[config.mk]
export PLATFORM = sky130hd
export DESIGN_NAME = scope_sample_writer_flat
export DESIGN_NICKNAME = d
export VERILOG_FILES = /design/src/rtl/scope_sample_writer_if.sv /design/src/rtl/scope_sample_writer.sv /design/src/flat_wrapper.sv
export SDC_FILE = /design/constraint.sdc
export NUM_CORES = 1
export LEC_CHECK = 0
export CAP_MARGIN = 20
export CELL_PAD_IN_SITES_DETAIL_PLACEMENT = 0
export CELL_PAD_IN_SITES_GLOBAL_PLACEMENT = 1
export CORE_MARGIN = 8
export CORE_UTILIZATION = 37
export CTS_CLUSTER_SIZE = 24
export DETAILED_ROUTE_END_ITERATION = 10
export PLACE_DENSITY = 0.83
export SLEW_MARGIN = 20
export SYNTH_ARGS = -nofsm -noshare
export SYNTH_HDL_FRONTEND = slang
export SYNTH_SLANG_ARGS = --single-unit
[constraint.sdc]
create_clock -name clk -period 3.7 [get_ports clk]
set_input_delay 0.74 -clock clk [delete_from_list [all_inputs] [get_ports clk]]
set_output_delay 0.74 -clock clk [all_outputs]
set_load 0.02 [all_outputs]
[src/rtl/scope_sample_writer_if.sv]
// RAM write port driven by the scope sample writer.
interface scope_sample_writer_if #(
  parameter int unsigned AW = 16
);
  logic [AW-1:0] address;
  logic          chipselect;
  logic          write;
  logic [7:0]    writedata;

  modport master (
    output address,
    output chipselect,
    output write,
    output writedata
  );

  modport slave (
    input address,
    input chipselect,
    input write,
    input writedata
  );
endinterface

[src/rtl/scope_sample_writer.sv]
// Triggered oscilloscope capture: writes pre-trigger and post-trigger ADC
// samples into a circular sample RAM and reports the trigger sample address.
module scope_sample_writer #(
  parameter int unsigned DEPTH = 40096,
  parameter int unsigned AW    = 16
) (
  input  logic                   clk,
  input  logic                   reset,
  input  logic                   start,
  input  logic                   abort,
  input  logic                   sample_valid,
  input  logic [7:0]             sample,
  input  logic [7:0]             trig_level,
  input  logic                   trig_slope,
  input  logic [AW-1:0]          pre_count,
  scope_sample_writer_if.master  ram,
  output logic                   busy,
  output logic                   done,
  output logic [AW-1:0]          trig_addr
);

  localparam logic [AW-1:0] LAST_ADDR = AW'(DEPTH - 1);

  typedef enum logic [2:0] {
    IDLE,
    PRE,
    ARMED,
    POST,
    DONE
  } state_t;

  state_t        state;
  logic [AW-1:0] wr_ptr;
  logic [AW-1:0] cnt;
  logic [AW-1:0] pre_eff;
  logic [AW-1:0] post_len;
  logic [7:0]    prev_sample;
  logic          have_prev;

  logic          capturing_c;
  logic          accept_c;
  logic          trig_hit_c;
  logic [AW-1:0] wr_ptr_inc_c;
  logic [AW-1:0] cnt_inc_c;
  logic [AW-1:0] pre_clamp_c;

  // Sample acceptance and edge-crossing trigger against the last accepted sample
  always_comb begin
    capturing_c  = (state == PRE) || (state == ARMED) || (state == POST);
    accept_c     = sample_valid && !abort && capturing_c;
    trig_hit_c   = 1'b0;
    if (have_prev) begin
      if (trig_slope)
        trig_hit_c = (prev_sample < trig_level) && (sample >= trig_level);
      else
        trig_hit_c = (prev_sample > trig_level) && (sample <= trig_level);
    end
    wr_ptr_inc_c = (wr_ptr == LAST_ADDR) ? '0 : wr_ptr + AW'(1);
    cnt_inc_c    = cnt + AW'(1);
    pre_clamp_c  = (32'(pre_count) > (DEPTH - 1)) ? LAST_ADDR : pre_count;
  end

  always_ff @(posedge clk) begin
    if (reset) begin
      state          <= IDLE;
      wr_ptr         <= '0;
      cnt            <= '0;
      pre_eff        <= '0;
      post_len       <= '0;
      prev_sample    <= '0;
      have_prev      <= 1'b0;
      ram.address    <= '0;
      ram.chipselect <= 1'b0;
      ram.write      <= 1'b0;
      ram.writedata  <= '0;
      busy           <= 1'b0;
      done           <= 1'b0;
      trig_addr      <= '0;
    end else begin
      ram.write      <= 1'b0;
      ram.chipselect <= 1'b0;

      // Every accepted sample is written one cycle later at the current pointer
      if (accept_c) begin
        ram.write      <= 1'b1;
        ram.chipselect <= 1'b1;
        ram.address    <= wr_ptr;
        ram.writedata  <= sample;
        wr_ptr         <= wr_ptr_inc_c;
        prev_sample    <= sample;
        have_prev      <= 1'b1;
      end

      if (abort) begin
        state <= IDLE;
        busy  <= 1'b0;
        done  <= 1'b0;
      end else begin
        case (state)
          IDLE, DONE: begin
            if (start) begin
              wr_ptr    <= '0;
              cnt       <= '0;
              have_prev <= 1'b0;
              done      <= 1'b0;
              busy      <= 1'b1;
              pre_eff   <= pre_clamp_c;
              post_len  <= LAST_ADDR - pre_clamp_c;
              state     <= (pre_clamp_c == '0) ? ARMED : PRE;
            end
          end
          PRE: begin
            if (sample_valid) begin
              cnt <= cnt_inc_c;
              if (cnt_inc_c == pre_eff) begin
                cnt   <= '0;
                state <= ARMED;
              end
            end
          end
          ARMED: begin
            if (sample_valid && trig_hit_c) begin
              trig_addr <= wr_ptr;
              cnt       <= '0;
              // A full pre-trigger window leaves no room for post samples
              if (post_len == '0) begin
                state <= DONE;
                busy  <= 1'b0;
                done  <= 1'b1;
              end else begin
                state <= POST;
              end
            end
          end
          POST: begin
            if (sample_valid) begin
              cnt <= cnt_inc_c;
              if (cnt_inc_c == post_len) begin
                state <= DONE;
                busy  <= 1'b0;
                done  <= 1'b1;
              end
            end
          end
          default: begin
            state <= IDLE;
            busy  <= 1'b0;
          end
        endcase
      end
    end
  end

endmodule

[src/flat_wrapper.sv]
// flat-port wrapper written by rule: the top's interface ports become plain ports
module scope_sample_writer_flat 
#(
  parameter int unsigned DEPTH = 40096,
  parameter int unsigned AW    = 16
)
  (clk, reset, start, abort, sample_valid, sample, trig_level, trig_slope, pre_count, busy, done, trig_addr, ram_address, ram_chipselect, ram_write, ram_writedata);
  scope_sample_writer_if #(.AW(AW)) ram_i ();
  input  logic clk;
  input  logic reset;
  input  logic start;
  input  logic abort;
  input  logic sample_valid;
  input  logic [7:0] sample;
  input  logic [7:0] trig_level;
  input  logic trig_slope;
  input  logic [AW-1:0] pre_count;
  output logic busy;
  output logic done;
  output logic [AW-1:0] trig_addr;
  output wire logic [$bits(ram_i.address)-1:0] ram_address;
  output wire logic [$bits(ram_i.chipselect)-1:0] ram_chipselect;
  output wire logic [$bits(ram_i.write)-1:0] ram_write;
  output wire logic [$bits(ram_i.writedata)-1:0] ram_writedata;
  assign ram_address = ram_i.address;
  assign ram_chipselect = ram_i.chipselect;
  assign ram_write = ram_i.write;
  assign ram_writedata = ram_i.writedata;
  scope_sample_writer #(.DEPTH(DEPTH), .AW(AW)) u_core (.clk(clk), .reset(reset), .start(start), .abort(abort), .sample_valid(sample_valid), .sample(sample), .trig_level(trig_level), .trig_slope(trig_slope), .pre_count(pre_count), .ram(ram_i), .busy(busy), .done(done), .trig_addr(trig_addr));
endmodule
==> impl_metrics.xml, run 1 <==
<?xml version="1.0" encoding="UTF-8"?>
<metrics>
  <group name="sta">
    <metric name="fin_ws" unit="ps">412.7</metric>
    <metric name="rsz0062_at_grt" unit="">false</metric>
    <metric name="report.final.hold_viol_count" unit="">0</metric>
    <metric name="highest_clock_rate" unit="MHz">304.2</metric>
    <metric name="fin_skew" unit="ps">6.981</metric>
    <metric name="period_utilisation_layout" unit="%">88.85</metric>
    <metric name="max_slew_violation_total_from_the_final_report" unit="">0</metric>
    <metric name="worstMarginPinSlew" unit="ps">826.2</metric>
    <metric name="report.final.setup_viol" unit="">0</metric>
    <metric name="hold-worst-slack" unit="ps">457.1</metric>
    <metric name="fin_setup_tns" unit="ps">0</metric>
    <metric name="worst_rel_slew_slack" unit="%">44.92</metric>
    <metric name="period_minus_slack" unit="ps">3287</metric>
  </group>
  <group name="setup_path">
    <metric name="path_max_fanout" unit="">13</metric>
    <metric name="ff2ff_path_depth" unit="">11</metric>
    <metric name="critical_path_class" unit="">flop to flop</metric>
    <metric name="worst-endpoint-required" unit="ps">3920</metric>
    <metric name="ff2ff_setup_slack" unit="ps">410</metric>
    <metric name="rr_startpoint" unit="">u_core.cnt[0]</metric>
    <metric name="rr_endpoint" unit="">u_core.cnt[14]</metric>
    <metric name="cp-start-kind" unit="">flop</metric>
    <metric name="end_kind" unit="">flop</metric>
    <metric name="timing.critical_path.arrival" unit="ps">3510</metric>
  </group>
  <group name="synth">
    <metric name="synthesis.area" unit="µm²">6212</metric>
    <metric name="synth-edff-count" unit="">0</metric>
    <metric name="avgSynthCellArea" unit="µm²">8.239</metric>
    <metric name="synthArstFlopShare" unit="%">0</metric>
    <metric name="ff_latch_count_synth" unit="">110</metric>
    <metric name="synth.yosys.warnings" unit="">0</metric>
    <metric name="synth_seq_area_share" unit="%">35.45</metric>
    <metric name="dominant_register_cell_in_the_synthesized_netlist" unit="">sky130_fd_sc_hd__dfxtp_1</metric>
    <metric name="synth.distinct_cells" unit="">73</metric>
    <metric name="syn_inst" unit="">754</metric>
    <metric name="synth.net_count" unit="">811</metric>
  </group>
  <group name="global_route">
    <metric name="grt_overflow" unit="">0</metric>
    <metric name="number_of_antenna_violations_at_the_first_check_in_global_routing" unit="">0</metric>
    <metric name="grt_max_degree" unit="">76</metric>
    <metric name="grt_pass1_wl" unit="µm">27700</metric>
    <metric name="grt_use_total" unit="%">15.72</metric>
    <metric name="number_of_global_route_vias_before_repair" unit="">5377</metric>
  </group>
  <group name="die">
    <metric name="floorplan.die_area" unit="µm²">21190</metric>
    <metric name="core_region_area" unit="µm²">16520</metric>
    <metric name="die_w" unit="µm">145.6</metric>
    <metric name="initial_utilization" unit="%">37.59</metric>
    <metric name="fp_rows" unit="">47</metric>
    <metric name="fp.dieH" unit="µm">145.6</metric>
    <metric name="io-pin-count" unit="">82</metric>
  </group>
  <group name="clock_network">
    <metric name="clock_latency" unit="ps">350</metric>
    <metric name="clock_path_buffers" unit="">2</metric>
    <metric name="ctsHtreeMaxLevel" unit="">3</metric>
    <metric name="cts_tree" unit="">done</metric>
    <metric name="clock_sink_count" unit="">110</metric>
    <metric name="numCtsBuffers" unit="">9</metric>
    <metric name="buffer_cell_driving_the_clock_tree_root" unit="">sky130_fd_sc_hd__clkbuf_16</metric>
    <metric name="postCtsResizedCells" unit="">0</metric>
    <metric name="cts_hold_buffers" unit="">0</metric>
    <metric name="cts.repair_timing.setup_buffer_count" unit="">0</metric>
    <metric name="clkTransAtPathRegs" unit="ps">80</metric>
  </group>
  <group name="placement">
    <metric name="gp_congestion" unit="">0.8383</metric>
    <metric name="placement.setup.worst_slack" unit="ps">253.8</metric>
    <metric name="post-dp-hpwl" unit="µm">12360</metric>
    <metric name="port_bufs" unit="">81</metric>
  </group>
  <group name="drt">
    <metric name="antenna_violating_nets_post_route" unit="">0</metric>
    <metric name="drt_iter0_markers" unit="">334</metric>
    <metric name="routed-via-count" unit="">5526</metric>
    <metric name="route.final.wire_length" unit="µm">16710</metric>
    <metric name="route.detailed.drc" unit="">0</metric>
    <metric name="count_of_tritonroute_iterations_in_the_first_routing_pass" unit="">4</metric>
    <metric name="detail_route.vias_per_cell" unit="">5.263</metric>
    <metric name="detail_routed_net_length_per_standard_cell" unit="µm">15.92</metric>
  </group>
  <group name="cells_and_area">
    <metric name="design.final.nets" unit="">882</metric>
    <metric name="n_antenna_cell" unit="">0</metric>
    <metric name="finalCoreUtilization" unit="%">45.63</metric>
    <metric name="final_common_cell" unit="">sky130_fd_sc_hd__dfxtp_1</metric>
    <metric name="drive_gt1_share" unit="%">10.72</metric>
    <metric name="area_delta_synth_final" unit="%">21.39</metric>
    <metric name="layout.cells.most_common_list" unit="">110 x sky130_fd_sc_hd__dfxtp_1, 97 x sky130_fd_sc_hd__nand2_1, 80 x sky130_fd_sc_hd__nor2_1, 80 x sky130_fd_sc_hd__clkdlybuf4s50_1, 69 x sky130_fd_sc_hd__a21oi_1</metric>
  </group>
  <group name="power_and_ir_drop">
    <metric name="power_leakage" unit="nW">2.628</metric>
    <metric name="ir_worst_vdd" unit="µV">201.8</metric>
    <metric name="power.density_cell_area" unit="nW/µm²">340.8</metric>
  </group>
  <group name="worst_hold_path">
    <metric name="min_to" unit="">u_core.ram.address[5]</metric>
    <metric name="hold_depth" unit="">2</metric>
    <metric name="timing.hold.worst.class" unit="">flop to flop</metric>
    <metric name="min-delay-start" unit="">u_core.ram.address[5]</metric>
  </group>
  <group name="job">
    <metric name="maxCapViolations" unit="">0</metric>
  </group>
  <group name="status">
    <metric name="outcome" unit="">finished clean</metric>
  </group>
</metrics>
## through the flow
stage,cells,area (µm²),total power [W]
after floorplan,754,6212,0.001473
after global placement,1032,7208,0.001592
after detailed placement,1033,7219,0.001595
after CTS,1049,7526,0.002596
after global routing,1050,7541,0.002679
final,1050,7541,0.002570
## layer usage
layer,part of all wire [%],track usage (%)
met5,0,0
met2,47,26.03
met4,1.4,5.154
met1,47,20.27
met3,3.9,2.799
## cell type report
cell class	count	area, µm²
sequential	110	2202
timing repair buffer	110	1047
multi-input combinational	575	3638
clock inverter	7	81.33
tap	220	275.3
clock buffer	9	225.2
fill	1628	8984
inverter	19	71.32
## worst max-delay path: stages, from the launching register on
cell	delay [ps]
sky130_fd_sc_hd__dfxtp_1	350
sky130_fd_sc_hd__ha_1	320
sky130_fd_sc_hd__buf_4	180
sky130_fd_sc_hd__xnor2_1	120
sky130_fd_sc_hd__xnor2_1	80
sky130_fd_sc_hd__nor4_1	570
sky130_fd_sc_hd__o2111ai_1	310
sky130_fd_sc_hd__nor4_4	550
sky130_fd_sc_hd__a211oi_4	230
sky130_fd_sc_hd__buf_8	210
sky130_fd_sc_hd__or2b_1	150
sky130_fd_sc_hd__a31oi_1	70
## where the power goes
part | switching [W] | internal [W]
Clock | 0.000465 | 0.000535
Combinational | 0.000183 | 0.000145
Sequential | 0.0000319 | 0.00121
## registers in the layout (all words and copies together), names as in the netlist
| name | count |
|---|---|
| u_core.state | 3 |
| u_core.have_prev | 1 |
| u_core.post_len | 16 |
| u_core.cnt | 16 |
| u_core.prev_sample | 8 |
| u_core.ram.chipselect | 1 |
| u_core.trig_addr | 16 |
| u_core.ram.address | 16 |
| u_core.done | 1 |
| u_core.pre_eff | 15 |
| u_core.busy | 1 |
| u_core.wr_ptr | 16 |
## kinds of logic (layout without fill, tap and decap cells)
kind of cell	count (synthesis)	in the layout	share of synthesized area, %
buffers and inverters	69	145	6.123
multiplexers	22	22	3.585
flip-flops	110	110	35.45
AND/OR/NAND/NOR	306	306	24.89
adder cells (fa/ha/maj)	19	19	3.827
XOR/XNOR	58	58	8.882
AO/OA/AOI/OAI	170	170	17.24
## cell usage after synthesis (5+ instances only)
library cell | n | area, µm²
sky130_fd_sc_hd__dfxtp_1 | 110 | 2202
sky130_fd_sc_hd__nand2_1 | 97 | 364.1
sky130_fd_sc_hd__nor2_1 | 81 | 304.0
sky130_fd_sc_hd__a21oi_1 | 69 | 345.3
sky130_fd_sc_hd__xnor2_1 | 31 | 271.5
sky130_fd_sc_hd__clkbuf_1 | 25 | 93.84
sky130_fd_sc_hd__xor2_1 | 24 | 210.2
sky130_fd_sc_hd__nand3_1 | 21 | 105.1
sky130_fd_sc_hd__nor3_1 | 21 | 105.1
sky130_fd_sc_hd__o21ai_0 | 21 | 105.1
sky130_fd_sc_hd__mux2i_1 | 20 | 200.2
sky130_fd_sc_hd__ha_1 | 19 | 237.7
sky130_fd_sc_hd__inv_1 | 19 | 71.32
sky130_fd_sc_hd__a31oi_1 | 16 | 100.1
sky130_fd_sc_hd__nand4_1 | 12 | 75.07
sky130_fd_sc_hd__nor4_1 | 12 | 75.07
sky130_fd_sc_hd__nor2b_1 | 10 | 62.56
sky130_fd_sc_hd__a211oi_1 | 9 | 67.56
sky130_fd_sc_hd__a21oi_2 | 8 | 70.07
sky130_fd_sc_hd__buf_6 | 8 | 90.09
sky130_fd_sc_hd__o21ai_1 | 8 | 40.04
sky130_fd_sc_hd__buf_2 | 7 | 35.03
sky130_fd_sc_hd__buf_4 | 6 | 45.04
sky130_fd_sc_hd__nand2b_1 | 6 | 37.54
sky130_fd_sc_hd__o211ai_1 | 6 | 45.04
sky130_fd_sc_hd__or3_1 | 6 | 37.54
sky130_fd_sc_hd__o2111ai_1 | 5 | 43.79
sky130_fd_sc_hd__o31ai_1 | 5 | 37.54
sky130_fd_sc_hd__or2_2 | 5 | 31.28
## worst max path at each step
stage,to,slack (ps),cells past startpoint,start
final,u_core.cnt[14],410,11,u_core.cnt[0]
after global routing,u_core.cnt[14],280,11,u_core.cnt[0]
after CTS,u_core.cnt[14],490,8,u_core.cnt[6]
after detailed placement,u_core.trig_addr[11],250,12,trig_level[1]
after global placement,u_core.trig_addr[3],280,12,trig_level[1]
after floorplan,u_core.trig_addr[0],670,12,trig_level[1]
No activity file was read; power rests on OpenSTA's default activity.
==> run 2, diff against run 1 <==
--- a/config.mk
+++ b/config.mk
@@ -14,4 +14,6 @@
 export DETAILED_ROUTE_END_ITERATION = 10
 export PLACE_DENSITY = 0.83
+export RECOVER_POWER = 50
+export REMOVE_ABC_BUFFERS = 1
 export SLEW_MARGIN = 20
 export SYNTH_ARGS = -nofsm -noshare
==> constraint.sdc (replaced) <==
create_clock -name clk -period 3.7 [get_ports clk]
set_input_delay 0.74 -clock clk [delete_from_list [all_inputs] [get_ports clk]]
set_output_delay 0.74 -clock clk [all_outputs]
set_load 0.01 [all_outputs]
==> impl_metrics.xml, run 2 (same netlist as run 1, synthesis figures left out) <==
<?xml version="1.0" encoding="UTF-8"?>
<metrics>
  <group name="global_route">
    <metric name="grt_overflow" unit="">0</metric>
    <metric name="grt_pass1_wl" unit="µm">26620</metric>
    <metric name="number_of_global_route_vias_before_repair" unit="">5007</metric>
    <metric name="grt_max_degree" unit="">81</metric>
    <metric name="grt_use_total" unit="%">15.22</metric>
    <metric name="number_of_antenna_violations_at_the_first_check_in_global_routing" unit="">1</metric>
  </group>
  <group name="power_and_ir_drop">
    <metric name="total_power" unit="W">0.002617</metric>
    <metric name="power_leakage" unit="nW">2.763</metric>
    <metric name="power.density_cell_area" unit="nW/µm²">348.3</metric>
    <metric name="ir_worst_vdd" unit="µV">220.9</metric>
  </group>
  <group name="die">
    <metric name="fp_rows" unit="">47</metric>
    <metric name="die_w" unit="µm">145.6</metric>
    <metric name="initial_utilization" unit="%">37.59</metric>
    <metric name="floorplan.die_area" unit="µm²">21190</metric>
    <metric name="core_region_area" unit="µm²">16520</metric>
    <metric name="io-pin-count" unit="">82</metric>
    <metric name="fp.dieH" unit="µm">145.6</metric>
  </group>
  <group name="cells_and_area">
    <metric name="final_cells" unit="">1047</metric>
    <metric name="drive_gt1_share" unit="%">9.794</metric>
    <metric name="nFillCells" unit="">1629</metric>
    <metric name="layout.cells.most_common_list" unit="">110 x sky130_fd_sc_hd__dfxtp_1, 97 x sky130_fd_sc_hd__nand2_1, 80 x sky130_fd_sc_hd__nor2_1, 69 x sky130_fd_sc_hd__a21oi_1, 46 x sky130_fd_sc_hd__dlygate4sd3_1</metric>
    <metric name="multi_input_area" unit="µm²">3632</metric>
    <metric name="layout.area.seq" unit="µm²">2202</metric>
    <metric name="stdcell_area" unit="µm²">7513</metric>
    <metric name="final_common_cell" unit="">sky130_fd_sc_hd__dfxtp_1</metric>
    <metric name="area_delta_synth_final" unit="%">20.95</metric>
    <metric name="n_antenna_cell" unit="">0</metric>
    <metric name="design.final.nets" unit="">879</metric>
  </group>
  <group name="clock_network">
    <metric name="cts_tree" unit="">done</metric>
    <metric name="clock_sink_count" unit="">110</metric>
    <metric name="cts.repair_timing.setup_buffer_count" unit="">0</metric>
    <metric name="clkTransAtPathRegs" unit="ps">80</metric>
    <metric name="numCtsBuffers" unit="">9</metric>
    <metric name="clock_latency" unit="ps">360</metric>
    <metric name="buffer_cell_driving_the_clock_tree_root" unit="">sky130_fd_sc_hd__clkbuf_16</metric>
    <metric name="clock_path_buffers" unit="">2</metric>
    <metric name="ctsHtreeMaxLevel" unit="">3</metric>
    <metric name="postCtsResizedCells" unit="">0</metric>
    <metric name="cts_hold_buffers" unit="">0</metric>
  </group>
  <group name="job">
    <metric name="maxCapViolations" unit="">2</metric>
  </group>
  <group name="placement">
    <metric name="post-dp-hpwl" unit="µm">12220</metric>
    <metric name="dpl_cell_area" unit="µm²">7208</metric>
    <metric name="placement.setup.worst_slack" unit="ps">253.2</metric>
    <metric name="post-place-cells" unit="">1031</metric>
    <metric name="port_bufs" unit="">81</metric>
    <metric name="gp_congestion" unit="">0.8410</metric>
  </group>
  <group name="sta">
    <metric name="worstMarginPinSlew" unit="ps">1946</metric>
    <metric name="max_slew_violation_total_from_the_final_report" unit="">51</metric>
    <metric name="fin_setup_tns" unit="ps">0</metric>
    <metric name="period_minus_slack" unit="ps">3368</metric>
    <metric name="period_utilisation_layout" unit="%">91.02</metric>
    <metric name="fin_ws" unit="ps">332.3</metric>
    <metric name="report.final.hold_viol_count" unit="">0</metric>
    <metric name="worst_rel_slew_slack" unit="%">-30.57</metric>
    <metric name="highest_clock_rate" unit="MHz">296.9</metric>
    <metric name="fin_skew" unit="ps">11.72</metric>
    <metric name="rsz0062_at_grt" unit="">false</metric>
    <metric name="report.final.setup_viol" unit="">0</metric>
  </group>
  <group name="setup_path">
    <metric name="critical_path_class" unit="">flop to flop</metric>
    <metric name="rr_startpoint" unit="">u_core.cnt[3]</metric>
    <metric name="path_max_fanout" unit="">23</metric>
    <metric name="timing.critical_path.arrival" unit="ps">3660</metric>
    <metric name="cp-start-kind" unit="">flop</metric>
    <metric name="end_kind" unit="">flop</metric>
    <metric name="setup.worst_path.start" unit="">u_core.cnt[3]</metric>
    <metric name="worst-endpoint-required" unit="ps">3990</metric>
  </group>
  <group name="drt">
    <metric name="drt_iter0_markers" unit="">356</metric>
    <metric name="count_of_tritonroute_iterations_in_the_first_routing_pass" unit="">7</metric>
    <metric name="route.final.wire_length" unit="µm">16390</metric>
    <metric name="detail_routed_net_length_per_standard_cell" unit="µm">15.66</metric>
    <metric name="antenna_violating_nets_post_route" unit="">0</metric>
    <metric name="route.detailed.drc" unit="">0</metric>
    <metric name="routed-via-count" unit="">5446</metric>
    <metric name="detail_route.vias_per_cell" unit="">5.202</metric>
  </group>
  <group name="status">
    <metric name="outcome" unit="">finished with violations</metric>
    <metric name="failed_checks" unit="">capacitance limit, slew limit</metric>
  </group>
  <group name="worst_hold_path">
    <metric name="min-delay-start" unit="">u_core.ram.address[14]</metric>
    <metric name="timing.hold.worst.class" unit="">flop to flop</metric>
  </group>
</metrics>
-- run 2: cell count changes in the layout (fill, tap and decap cells not counted), sizes merged --
cell	before	now
buf	30	25
clkbuf	9	11
clkdlybuf4s50	80	34
clkinvlp	2	1
dlygate4sd3	0	46
inv	21	22
-- run 2: per-stage QoR --
step,hold WS (ps),utilization [%]
floorplan,439.1,-
global placement,444.7,43.58
detailed placement,447.4,43.62
CTS,459.0,45.60
global route,473.3,45.47
finish,453.1,45.47
-- run 2: final timing paths --
| kind | to | slack, ps | depth (start not counted) |
|---|---|---|---|
| setup / recovery | u_core.cnt[14] | 330 | 8 |
| hold / removal | u_core.ram.address[14] | 450 | 2 |
| setup reg to reg | u_core.cnt[14] | 330 | 8 |
| hold reg to reg | u_core.ram.address[14] | 450 | 2 |
-- run 2: final cells by class --
| type | instances | share of cell area (%) |
|---|---|---|
| multi-input cells | 575 | 48.34 |
| flip-flops and latches | 110 | 29.31 |
| repair buffers | 107 | 13.39 |
| well taps | 220 | 3.664 |
| clock buffers | 9 | 2.998 |
| clock inverters | 7 | 1.349 |
| inverters | 19 | 0.9492 |
-- run 2: report_power, final --
part / total [W] / leakage, nW / switching [W] / internal [W]
Combinational: 0.000324 / 1.72 / 0.000180 / 0.000144
Clock: 0.00105 / 0.156 / 0.000504 / 0.000549
Sequential: 0.00124 / 0.890 / 0.0000315 / 0.00121
Total: 0.00262 / 2.76 / 0.000715 / 0.00190
-- run 2: routing by layer --
layer | vias to the layer above | global-route usage [%] | part of all wire [%]
li1 | 2804 | - | -
met1 | 2549 | 20.33 | 48
met2 | 80 | 24.37 | 47
met3 | 13 | 3.078 | 3.5
met4 | 0 | 4.321 | 1.1
met5 | - | 0 | 0
-- run 2: worst max-delay path, stage by stage (launching register included) --
cell	delay, ps
sky130_fd_sc_hd__dfxtp_1	660
sky130_fd_sc_hd__nand3_2	370
sky130_fd_sc_hd__nor3_2	420
sky130_fd_sc_hd__xnor3_2	310
sky130_fd_sc_hd__nand3_2	110
sky130_fd_sc_hd__nor4_4	60
sky130_fd_sc_hd__a211oi_4	930
sky130_fd_sc_hd__or2b_1	280
sky130_fd_sc_hd__a31oi_1	140
==> run 3, diff against run 2 <==
- ABC_AREA: unset -> 0
- GPL_ROUTABILITY_DRIVEN: unset -> 0
==> results of run 3 <==
Same layout as run 2: the final DEF is identical, and so are final timing and power.
